$ cat src/rtl/cell_particle_reader_pkg.sv
// Shared definitions for the cell particle reader.
// Holds the position field width and the {posz,posy,posx} word width built
// from it, the default cell depth and address width, and the sequencer states.
package cell_particle_reader_pkg;
  localparam int POS_W            = 32;
  localparam int DEF_DATA_WIDTH   = 3 * POS_W;  // {posz,posy,posx}
  localparam int DEF_PARTICLE_NUM = 220;
  localparam int DEF_ADDR_WIDTH   = 8;
  localparam int DEF_FIFO_DEPTH   = 2;

  typedef enum logic [1:0] {
    ST_IDLE  = 2'd0,
    ST_READ  = 2'd1,
    ST_DRAIN = 2'd2,
    ST_DONE  = 2'd3
  } state_t;
endpackage

$ cat src/rtl/cell_particle_reader_pos_skid_fifo.sv
// pos_skid_fifo: 2-entry FIFO that holds {position, particle index} entries
// between the cell RAM read port and the force pipeline.
// Ports:
//   i_clk, i_rst       clock, asynchronous active-high reset
//   i_push, i_din      write one entry (accepted when full only if popping)
//   i_pop              remove head entry (ignored when empty)
//   o_dout             head entry, registered storage
//   o_full, o_empty    occupancy flags
//   o_count            occupancy 0..2
module pos_skid_fifo #(
  parameter int W     = 104,
  parameter int DEPTH = 2
) (
  input  logic         i_clk,
  input  logic         i_rst,
  input  logic         i_push,
  input  logic         i_pop,
  input  logic [W-1:0] i_din,
  output logic [W-1:0] o_dout,
  output logic         o_full,
  output logic         o_empty,
  output logic [1:0]   o_count
);
  logic [W-1:0] r_mem [DEPTH];
  logic         r_wp, r_rp;
  logic [1:0]   r_cnt;
  logic         w_push, w_pop;

  assign o_empty = (r_cnt == 2'd0);
  assign o_full  = (r_cnt == 2'd2);
  assign w_pop   = i_pop & ~o_empty;
  // A pop in the same cycle frees the head slot, so a full FIFO can still take a push.
  assign w_push  = i_push & (~o_full | w_pop);

  always_ff @(posedge i_clk or posedge i_rst) begin
    if (i_rst) begin
      for (int i = 0; i < DEPTH; i++) r_mem[i] <= '0;
      r_wp  <= 1'b0;
      r_rp  <= 1'b0;
      r_cnt <= 2'd0;
    end else begin
      if (w_push) begin
        r_mem[r_wp] <= i_din;
        r_wp        <= ~r_wp;
      end
      if (w_pop) r_rp <= ~r_rp;
      case ({w_push, w_pop})
        2'b10:   r_cnt <= r_cnt + 2'd1;
        2'b01:   r_cnt <= r_cnt - 2'd1;
        default: r_cnt <= r_cnt;
      endcase
    end
  end

  assign o_dout  = r_mem[r_rp];
  assign o_count = r_cnt;
endmodule

$ cat src/rtl/cell_particle_reader.sv
// cell_particle_reader: walks addresses 0..count-1 of one cell position RAM,
// captures the 1-cycle-latency read data and streams {position, index} to
// the force pipeline over valid/ready. Reads are only issued when the skid
// FIFO is guaranteed to have room for the returning word.
// Ports:
//   i_clk, i_rst                   clock, asynchronous active-high reset
//   i_start, i_particle_num        start pulse and particle count (clamped)
//   o_mem_address/o_mem_rden/o_mem_wren, i_mem_q   cell RAM port
//   o_out_valid, i_out_ready, o_out_data, o_out_id  output stream
//   o_busy, o_done                 status; done pulses once per cell
module cell_particle_reader
  import cell_particle_reader_pkg::*;
#(
  parameter int DATA_WIDTH   = DEF_DATA_WIDTH,
  parameter int PARTICLE_NUM = DEF_PARTICLE_NUM,
  parameter int ADDR_WIDTH   = DEF_ADDR_WIDTH,
  parameter int FIFO_DEPTH   = DEF_FIFO_DEPTH
) (
  input  logic                  i_clk,
  input  logic                  i_rst,
  input  logic                  i_start,
  input  logic [ADDR_WIDTH:0]   i_particle_num,
  output logic [ADDR_WIDTH-1:0] o_mem_address,
  output logic                  o_mem_rden,
  output logic                  o_mem_wren,
  input  logic [DATA_WIDTH-1:0] i_mem_q,
  output logic                  o_out_valid,
  input  logic                  i_out_ready,
  output logic [DATA_WIDTH-1:0] o_out_data,
  output logic [ADDR_WIDTH-1:0] o_out_id,
  output logic                  o_busy,
  output logic                  o_done
);
  localparam int                FW      = DATA_WIDTH + ADDR_WIDTH;
  localparam logic [ADDR_WIDTH:0] MAX_CNT = (ADDR_WIDTH+1)'(PARTICLE_NUM);

  state_t                r_state, w_nstate;
  logic [ADDR_WIDTH:0]   r_cnt;
  logic [ADDR_WIDTH-1:0] r_rd_ptr, r_addr_d;
  logic                  r_inflight;
  logic                  w_issue, w_last, w_pop, w_full, w_empty;
  logic [1:0]            w_fcount;
  logic [2:0]            w_level, w_limit;
  logic [FW-1:0]         w_head;

  assign w_pop   = ~w_empty & i_out_ready;
  // Entries already committed (stored + returning) must stay <= 2 after this
  // cycle's pop, otherwise the issued word would have nowhere to land.
  assign w_level = {1'b0, w_fcount} + {2'b00, r_inflight};
  assign w_limit = 3'd2 + {2'b00, w_pop};
  assign w_issue = (r_state == ST_READ) && (w_level < w_limit);
  assign w_last  = ({1'b0, r_rd_ptr} == (r_cnt - (ADDR_WIDTH+1)'(1)));

  always_ff @(posedge i_clk or posedge i_rst) begin
    if (i_rst) begin
      r_state    <= ST_IDLE;
      r_cnt      <= '0;
      r_rd_ptr   <= '0;
      r_addr_d   <= '0;
      r_inflight <= 1'b0;
    end else begin
      r_state    <= w_nstate;
      r_inflight <= w_issue;
      if (w_issue) r_addr_d <= r_rd_ptr;
      if (r_state == ST_IDLE && i_start) begin
        r_cnt    <= (i_particle_num > MAX_CNT) ? MAX_CNT : i_particle_num;
        r_rd_ptr <= '0;
      end else if (w_issue) begin
        r_rd_ptr <= r_rd_ptr + ADDR_WIDTH'(1);
      end
    end
  end

  always_comb begin
    w_nstate = r_state;
    case (r_state)
      ST_IDLE:  if (i_start) w_nstate = (i_particle_num == '0) ? ST_DONE : ST_READ;
      ST_READ:  if (w_issue && w_last) w_nstate = ST_DRAIN;
      // Leave as the last element is accepted so done follows it directly.
      ST_DRAIN: if (!r_inflight && (w_empty || (!w_full && w_pop))) w_nstate = ST_DONE;
      ST_DONE:  w_nstate = ST_IDLE;
      default:  w_nstate = ST_IDLE;
    endcase
  end

  pos_skid_fifo #(.W(FW), .DEPTH(FIFO_DEPTH)) u_fifo (
    .i_clk   (i_clk),
    .i_rst   (i_rst),
    .i_push  (r_inflight),
    .i_pop   (w_pop),
    .i_din   ({i_mem_q, r_addr_d}),
    .o_dout  (w_head),
    .o_full  (w_full),
    .o_empty (w_empty),
    .o_count (w_fcount)
  );

  assign o_mem_rden    = w_issue;
  assign o_mem_address = w_issue ? r_rd_ptr : '0;
  assign o_mem_wren    = 1'b0;
  assign o_out_valid   = ~w_empty;
  assign o_out_data    = w_head[FW-1:ADDR_WIDTH];
  assign o_out_id      = w_head[ADDR_WIDTH-1:0];
  assign o_busy        = (r_state == ST_READ) || (r_state == ST_DRAIN);
  assign o_done        = (r_state == ST_DONE);
endmodule

$ cat config.mk
export PLATFORM = sky130hd
export DESIGN_NAME = cell_particle_reader
export DESIGN_NICKNAME = d
export VERILOG_FILES = /design/src/rtl/cell_particle_reader_pkg.sv /design/src/rtl/cell_particle_reader_pos_skid_fifo.sv /design/src/rtl/cell_particle_reader.sv
export SDC_FILE = /design/constraint.sdc
export NUM_CORES = 1
export LEC_CHECK = 0
export CORE_ASPECT_RATIO = 1.2
export CORE_UTILIZATION = 55
export DETAILED_ROUTE_END_ITERATION = 8
export PLACE_DENSITY_LB_ADDON = 0.05
export SETUP_SLACK_MARGIN = 0.05
export SKIP_LAST_GASP = 1
export SYNTH_ARGS = -nofsm -noshare
export SYNTH_HDL_FRONTEND = slang
export SYNTH_SLANG_ARGS = --single-unit
$ cat constraint.sdc
create_clock -name i_clk -period 14.5 [get_ports i_clk]
set_input_delay 2.9 -clock i_clk [delete_from_list [all_inputs] [get_ports i_clk]]
set_output_delay 2.9 -clock i_clk [all_outputs]
set_load 0.05 [all_outputs]
==> flow_metrics.tcl, run 1 <==
set metrics [dict create \
    critical_path_arrival_ns 5.57 \
    grt_pass1_wl_mm 37.7 \
    whs_path_depth 1 \
    row_count 55 \
    cts-buffers-inserted 25 \
    dp_cells 1188 \
    use_met2_pct 42.2 \
    synth_async_sr_flop_share_pct 100 \
    cts_resized 0 \
    die_w_um 130 \
    clk_path_buf_depth 3 \
    cp.required_ns 11.60 \
    hold-worst-slack_ns 0.482 \
    wire_per_inst_um 19.0 \
    crit_path_start_kind "primary input" \
    finalHoldViolations 0 \
    cp-end-kind "output pin" \
    post-route-period-util_pct 58.4 \
    clock_sinks 240 \
    diodes 0 \
    finalClockSkew_ns 0.00642 \
    rsz0062_at_grt "no" \
    drv_slew 0 \
    hold_path.class "register to register" \
    synth_top_area_share_pct 55.7 \
    cts_setup_buffers 0 \
    finalSetupTns_ns 0 \
    ant_nets 0 \
    dp_hpwl_mm 15.8 \
    use_met3_pct 6.53 \
    portBuffers 224 \
    outcome "finished clean" \
    hold_path_startpoint "u_fifo.r_mem[129]" \
    yosysTopAreaCell "dfrtp_1" \
    start_util_pct 56.6 \
    slew_headroom_pct 17.0 \
    antenna_found_initial 0 \
    reg2reg_to "u_fifo.r_mem[178]" \
    crit_fanout 26 \
    synthDistinctLibCells 52 \
    cts_tree "yes" \
    htreeDepth 1 \
    area_growth_pct 29.9 \
    worst_pin_slew_ns 1.24 \
    place_area_mm2 0.0132 \
    gp_congestion 0.788 \
    yosysSeqAreaShare_pct 55.7 \
    synth_area_mm2 0.0108 \
    syn_inst 744 \
    r2r_setup_slack_ns 11.41 \
    clock_latency_ns 0.50 \
    die_area_mm2 0.0202 \
    avgViaCountPerCell 5.50 \
    grt_pass1_vias 7535 \
    ys.flop_type "dfrtp_1" \
    avgSynthCellArea_um2 14.5 \
    grt_max_degree 152 \
    die_h_um 155 \
    drc_errors 0 \
    synth_edf_count 0 \
    grtUsageMet1_pct 27.6 \
    cts.hold.buffers_added 0 \
    route.vias.total 6780 \
    maxCapViolations 0 \
    grt_usage_pct 23.7 \
    finalSetupViolCount 0 \
    nets 1078 \
    drt_iter0_drc 285 \
    grt_busiest_layer "met2" \
    grt_overflow 0 \
    fp.coreArea_mm2 0.0191 \
    ios 226 \
    ys_warn_count 0 \
    crit-reg2reg-launch "u_fifo.o_count[0]" \
    clockRootBuffer "clkbuf_16" \
    clk_pin_slew_worst_paths_ns 0.06 \
    drive_gt1_share_pct 26.9 \
    path_class "primary input to output pin" \
    synth_area_leaders "dfrtp_1 56%, mux2_2 21%, mux2_1 12%" \
    period_needed_ns 8.47 \
    fmaxAchievable_ghz 0.118 \
    drt-pass1-iter-count 5 \
    final_cells 1233 \
    r2r.worst_path.cells 4 \
    design_area_mm2 0.0140 \
    wl_mm 23.4 \
    min_to "u_fifo.r_mem[129]" \
    syn_nets 863 \
    synth_seq_cells 240 \
]
[placed cells by master (no fill, tap or decap), types with 8 or more instances in the layout]
| cell type | Yosys | final |
|---|---|---|
| dfrtp_1 | 240 | 239 |
| clkdlybuf4s50_1 | 0 | 224 |
| mux2_2 | 204 | 204 |
| mux2_1 | 116 | 116 |
| clkbuf_16 | 0 | 25 |
| nor2_1 | 17 | 16 |
| xnor2_1 | 14 | 14 |
| and2_1 | 12 | 12 |
| inv_1 | 11 | 10 |
| ha_1 | 10 | 10 |
| nand2_1 | 10 | 9 |
| clkinv_2 | 0 | 8 |
[synthesized netlist by cell type, drive strengths merged, types with 2 or more instances]
cell     number
a211oi        2
nand4         4
a311oi        4
buf          31
xnor2        14
o2111ai       2
ha           10
nor3          3
o22a          2
clkbuf        9
inv          11
or3b          2
xor2          6
a21oi         4
nand3         3
a31oi         2
nor4          3
o21ai        11
nor2         17
and2         12
dfrtp       240
mux2        320
nand2        10
nor2b         2
or2           2
[cell type report]
type	instances	area [µm²]
clock buffers	33	716
clock inverters	12	92.6
fillers	1273	5050
inverters	11	48.8
multi-input cells	453	4560
flip-flops and latches	240	6010
well taps	256	320
repair buffers	228	2270
[kinds of logic (layout without fill, tap and decap cells)]
kind of cell	Yosys count	after routing	share of synthesized area (%)
AO/OA/AOI/OAI	34	34	2.26
XOR/XNOR	20	20	1.62
adder cells (fa/ha/maj)	10	10	1.16
buffers and inverters	51	284	2.25
flip-flops	240	240	55.7
multiplexers	321	321	33.5
other	1	1	0.0348
AND/OR/NAND/NOR	67	67	3.51
[sequential cells by signal, summed over array words and instances, names as in the netlist]
name and flops:
r_rd_ptr 8, r_state 2, u_fifo.r_rp 1, r_addr_d 8, u_fifo.r_mem 208, r_cnt 9
u_fifo.o_count 2, u_fifo.r_wp 1, r_inflight 1
[worst max-delay path, cell delays in order]
cell,delay [ns]
clkdlybuf4s50_1,0.52
o21ai_1,0.14
o21ai_1,0.14
and3b_1,0.82
and2_1,0.24
clkdlybuf4s50_1,0.80
[metal layers]
layer / part of all wire (%) / wire (µm) / vias to the layer above
met1: 39 / 9160 / 3459
met4: 2.6 / 600 / 0
met2: 51 / 12000 / 192
met3: 7.3 / 1700 / 41
li1: - / - / 3088
met5: 0 / 0 / -
[worst max path at each step]
| stage | startpoint | endpoint | slack [ns] | cells past startpoint |
|---|---|---|---|---|
| 2_1_floorplan | i_rst | r_addr_d[0] | 5.01 | 1 |
| 3_3_place_gp | i_out_ready | o_mem_address[0] | 6.14 | 6 |
| 3_5_place_dp | i_out_ready | o_mem_address[7] | 6.02 | 6 |
| 4_1_cts | i_out_ready | o_mem_address[1] | 6.02 | 6 |
| 5_1_grt | i_out_ready | o_mem_address[1] | 5.87 | 6 |
| 6_report | i_out_ready | o_mem_address[1] | 6.03 | 6 |
[through the flow]
step	utilization (%)	worst slack, ns
after floorplan	-	5.01
after global placement	69.3	6.14
after detailed placement	69.3	6.02
after CTS	73.5	6.02
after global routing	73.5	5.87
final	73.5	6.03
Power of run 1 is not shown: default switching activity piles up to over one toggle a cycle in this logic, so the estimate is an artifact.
==> inputs of run 2 (changes only) <==
--- a/config.mk
+++ b/config.mk
@@ -6,7 +6,7 @@
 export NUM_CORES = 1
 export LEC_CHECK = 0
 export CORE_ASPECT_RATIO = 1.2
-export CORE_UTILIZATION = 55
+export CORE_UTILIZATION = 51
 export DETAILED_ROUTE_END_ITERATION = 8
 export PLACE_DENSITY_LB_ADDON = 0.05
 export SETUP_SLACK_MARGIN = 0.05
==> constraint.sdc (replaced) <==
create_clock -name i_clk -period 8.5 [get_ports i_clk]
set_input_delay 1.7 -clock i_clk [delete_from_list [all_inputs] [get_ports i_clk]]
set_output_delay 1.7 -clock i_clk [all_outputs]
set_load 0.05 [all_outputs]
==> run 2 against run 1 <==
Net effect: sequential share of layout area is 0.13 points higher; global-route usage is 1.6 points lower; final cell count increased by 0.32%; die area increased by 7.7%; via count is 0.94% lower; largest cell class unchanged; critical endpoint unchanged; non-clock buffer count up 1.
==> flow_metrics.tcl, run 2 (synthesis gave the netlist of run 1 again) <==
set metrics [dict create \
    ios 226 \
    clk_pin_slew_worst_paths_ns 0.06 \
    diodes 0 \
    fp.coreArea_mm2 0.0205 \
    die_h_um 161 \
    rsz0062_at_grt "no" \
    fmaxAchievable_ghz 0.178 \
    dp_hpwl_mm 15.3 \
    antenna_found_initial 1 \
    portBuffers 224 \
    largest_register "u_fifo.r_mem" \
    hold_path_startpoint "u_fifo.r_mem[137]" \
    cp.required_ns 6.80 \
    critPathBufInv 3 \
    cts_setup_buffers 0 \
    drt_iter0_drc 292 \
    clock_sinks 240 \
    wl_mm 23.2 \
    area_growth_pct 29.5 \
    final_cell_mix "239 x dfrtp_1, 224 x clkdlybuf4s50_1, 204 x mux2_2" \
    die_area_mm2 0.0217 \
    use_met2_pct 39.0 \
    drv_slew 0 \
    hold_path.class "register to register" \
    crit_family "buffers and inverters" \
    crit_chain "clkdlybuf4s50_1, o21ai_1, o21ai_1, and3b_1, buf_4, and2_1, clkdlybuf4s50_1" \
    drt-pass1-iter-count 4 \
    cts-buffers-inserted 25 \
    drc_errors 0 \
    grt_pass1_wl_mm 38.4 \
    grtUsageMet1_pct 26.2 \
    cts.hold.buffers_added 0 \
    grt_busiest_layer "met2" \
    finalClockSkew_ns 0.00907 \
    start_util_pct 52.7 \
    clk_path_buf_depth 3 \
    clock_latency_ns 0.51 \
    wire_per_inst_um 18.8 \
    finalSetupViolCount 0 \
    whs_path_depth 1 \
    use_met3_pct 5.74 \
    drive_gt1_share_pct 26.1 \
    grt_max_degree 163 \
    largest_reg_flops 208 \
    cts_resized 0 \
    maxCapViolations 0 \
    grt_pass1_vias 7630 \
    outcome "finished clean" \
    gp_congestion 0.832 \
    post-route-period-util_pct 66.2 \
    clockRootBuffer "clkbuf_16" \
    min_to "u_fifo.r_mem[137]" \
    r2r.worst_path.cells 5 \
    reg2reg_to "u_fifo.r_mem[73]" \
    dpl_worst_slack_ns 2.90 \
    hold-worst-slack_ns 0.482 \
    finalHoldViolations 0 \
    grt_overflow 0 \
    grt_usage_pct 22.1 \
    finalSetupTns_ns 0 \
    r2r_setup_slack_ns 5.44 \
    die_w_um 135 \
    ant_nets 0 \
    cp_slowest_cell "clkdlybuf4s50_1" \
    row_count 57 \
    critical_path_arrival_ns 3.93 \
    setup_slack_ns 2.87 \
    nets 1079 \
    cts_tree "yes" \
    top_regs "u_fifo.r_mem x208, r_cnt x9" \
    crit_path_max_incr_delay_ns 0.80 \
    slew_headroom_pct 29.4 \
    crit_fanout 26 \
    final_common_cell "dfrtp_1" \
    worst_pin_slew_ns 1.06 \
    avgViaCountPerCell 5.43 \
    period_needed_ns 5.63 \
    htreeDepth 1 \
    route.vias.total 6716 \
    crit-reg2reg-launch "u_fifo.o_count[0]" \
    path_class "primary input to output pin" \
    cp-end-kind "output pin" \
    crit_path_start_kind "primary input" \
]
-- run 2: metal layers --
metal | wire length (µm) | part of all wire [%]
met5 | 13 | 0.056
met4 | 524 | 2.3
met3 | 1720 | 7.4
met1 | 9330 | 40
met2 | 11600 | 50
-- run 2: cell type report --
cell class / count / area [µm²]
clock buffers: 34 / 689
clock inverters: 5 / 57.6
fillers: 1447 / 6500
inverters: 11 / 48.8
multi-input cells: 453 / 4560
flip-flops and latches: 240 / 6010
well taps: 265 / 332
repair buffers: 229 / 2280
-- run 2: how the worst max path moves through the flow --
stage	from	slack (ns)	cells past startpoint	end
floorplan	i_rst	0.21	1	r_addr_d[0]
global placement	i_out_ready	2.94	7	o_mem_address[1]
detailed placement	i_out_ready	2.90	7	o_mem_address[1]
CTS	i_out_ready	2.88	7	o_mem_address[1]
global route	i_out_ready	2.70	7	o_mem_address[0]
finish	i_out_ready	2.87	7	o_mem_address[1]
-- run 2: per-stage QoR --
step                std cells  area (µm²)  utilization, %
floorplan                 744       10800               -
global placement         1198       13200            64.6
detailed placement       1198       13200            64.6
CTS                      1237       14000            68.3
global route             1237       14000            68.3
finish                   1237       14000            68.3
Power of run 2 is left out for the same reason.
==> inputs of run 3 (changes only) <==
==> constraint.sdc (replaced) <==
create_clock -name i_clk -period 5.6 [get_ports i_clk]
set_input_delay 1.12 -clock i_clk [delete_from_list [all_inputs] [get_ports i_clk]]
set_output_delay 1.12 -clock i_clk [all_outputs]
set_load 0.05 [all_outputs]
==> run 3 against run 2 <==
Net effect: hold slack hardly changed; final cell count up 0.65%; worst setup slack lost 1.7 ns; non-clock buffer count is 3 higher; via count increased by 1.1%; count of clock-buffer cells in the layout rose by 6; first-iteration DRC count is 21% lower; register-to-register slack got worse by 2.6 ns; die area stayed put; core utilization up 0.53 points; routed wire length fell by 0.52%; sequential share of layout area fell by 0.33 points.
==> flow_metrics.tcl, run 3 (synthesis gave the netlist of run 1 again) <==
set metrics [dict create \
    drive_gt1_share_pct 26.4 \
    post-route-period-util_pct 78.4 \
    worst_pin_slew_ns 1.16 \
    top_regs "u_fifo.r_mem x208, r_cnt x9" \
    multi_input_area_mm2 0.00456 \
    nets 1081 \
    slew_headroom_pct 22.2 \
    maxCapViolations 0 \
    finalHoldViolations 0 \
    crit_path_start_kind "primary input" \
    clock_latency_ns 0.51 \
    dp_cells 1201 \
    drt_iter0_drc 231 \
    drv_slew 0 \
    clock_sinks 240 \
    critical_path_arrival_ns 3.27 \
    outcome "finished clean" \
    crit_fanout 11 \
    utilization_pct 68.8 \
    cts.hold.buffers_added 0 \
    final_cells 1245 \
    die_area_mm2 0.0217 \
    grt_overflow 0 \
    drc_errors 0 \
    path_class "primary input to output pin" \
    final_cell_mix "239 x dfrtp_1, 224 x clkdlybuf4s50_1, 204 x mux2_2" \
    ant_nets 0 \
    clk_path_buf_depth 3 \
    grt_usage_pct 21.8 \
    rsz0062_at_grt "no" \
    finalSetupTns_ns 0 \
    grt_pass1_vias 7508 \
    die_w_um 135 \
    grt_pass1_wl_mm 37.9 \
    fmaxAchievable_ghz 0.228 \
    row_count 57 \
    route.vias.total 6787 \
    finalClockSkew_ns 0.00974 \
    hold_path.class "register to register" \
    cts-buffers-inserted 24 \
    cts_resized 0 \
    cts_tree "yes" \
    fillers 1412 \
    area_growth_pct 30.5 \
    drt-pass1-iter-count 4 \
    largest_reg_flops 208 \
    cp.required_ns 4.48 \
    clk_pin_slew_worst_paths_ns 0.06 \
    largest_register "u_fifo.r_mem" \
    cp-end-kind "output pin" \
    final_common_cell "dfrtp_1" \
    diodes 0 \
    finalSetupViolCount 0 \
    antenna_found_initial 0 \
    clockRootBuffer "clkbuf_16" \
    start_util_pct 52.7 \
    die_h_um 161 \
    ios 226 \
    cts_setup_buffers 0 \
    fp.coreArea_mm2 0.0205 \
    htreeDepth 1 \
    avgViaCountPerCell 5.45 \
    wl_mm 23.1 \
    regArea_mm2 0.00601 \
    gp_congestion 0.827 \
    wire_per_inst_um 18.6 \
    period_needed_ns 4.39 \
    grt_max_degree 130 \
    portBuffers 224 \
    dp_hpwl_mm 15.5 \
    hold-worst-slack_ns 0.482 \
]
-- run 3: per-layer routing --
layer / part of all wire [%] / GRT usage (%) / vias up
li1: - / - / 3107
met1: 40 / 26.1 / 3450
met2: 51 / 38.1 / 187
met3: 7.1 / 5.40 / 43
met4: 2.4 / 6.95 / 0
met5: 0 / 0.926 / -
-- run 3: final timing paths --
path	start	to	slack (ns)	cells past startpoint
max	i_out_ready	o_mem_address[4]	1.21	6
min	u_fifo.r_mem[139]	u_fifo.r_mem[139]	0.48	1
max reg2reg	u_fifo.o_count[0]	u_fifo.r_mem[19]	2.89	5
min reg2reg	u_fifo.r_mem[139]	u_fifo.r_mem[139]	0.48	1
max in group asynchronous	i_rst	u_fifo.r_mem[74]	3.90	3
min in group asynchronous	i_rst	u_fifo.r_mem[134]	1.15	3
-- run 3: critical path: stages --
cell and delay, ns:
clkdlybuf4s50_1 0.51, o21ai_1 0.13, o21ai_1 0.14, and3b_1 0.38, and2_1 0.19, clkdlybuf4s50_1 0.80
-- run 3: per-stage QoR --
step | setup slack [ns] | cell area [µm²]
CTS | 1.20 | 14100
global route | 1.10 | 14100
floorplan | 1.33 | 10800
detailed placement | 1.20 | 13300
global placement | 1.26 | 13300
finish | 1.21 | 14100
-- run 3: layout make-up --
type                       instances  area share [%]
sequential                       240            42.7
multi-input combinational        453            32.4
timing repair buffer             232            16.7
clock buffer                      40            5.27
tap                              265            2.35
clock inverter                     4           0.320
inverter                          11           0.320
Power of run 3 is left out for the same reason.
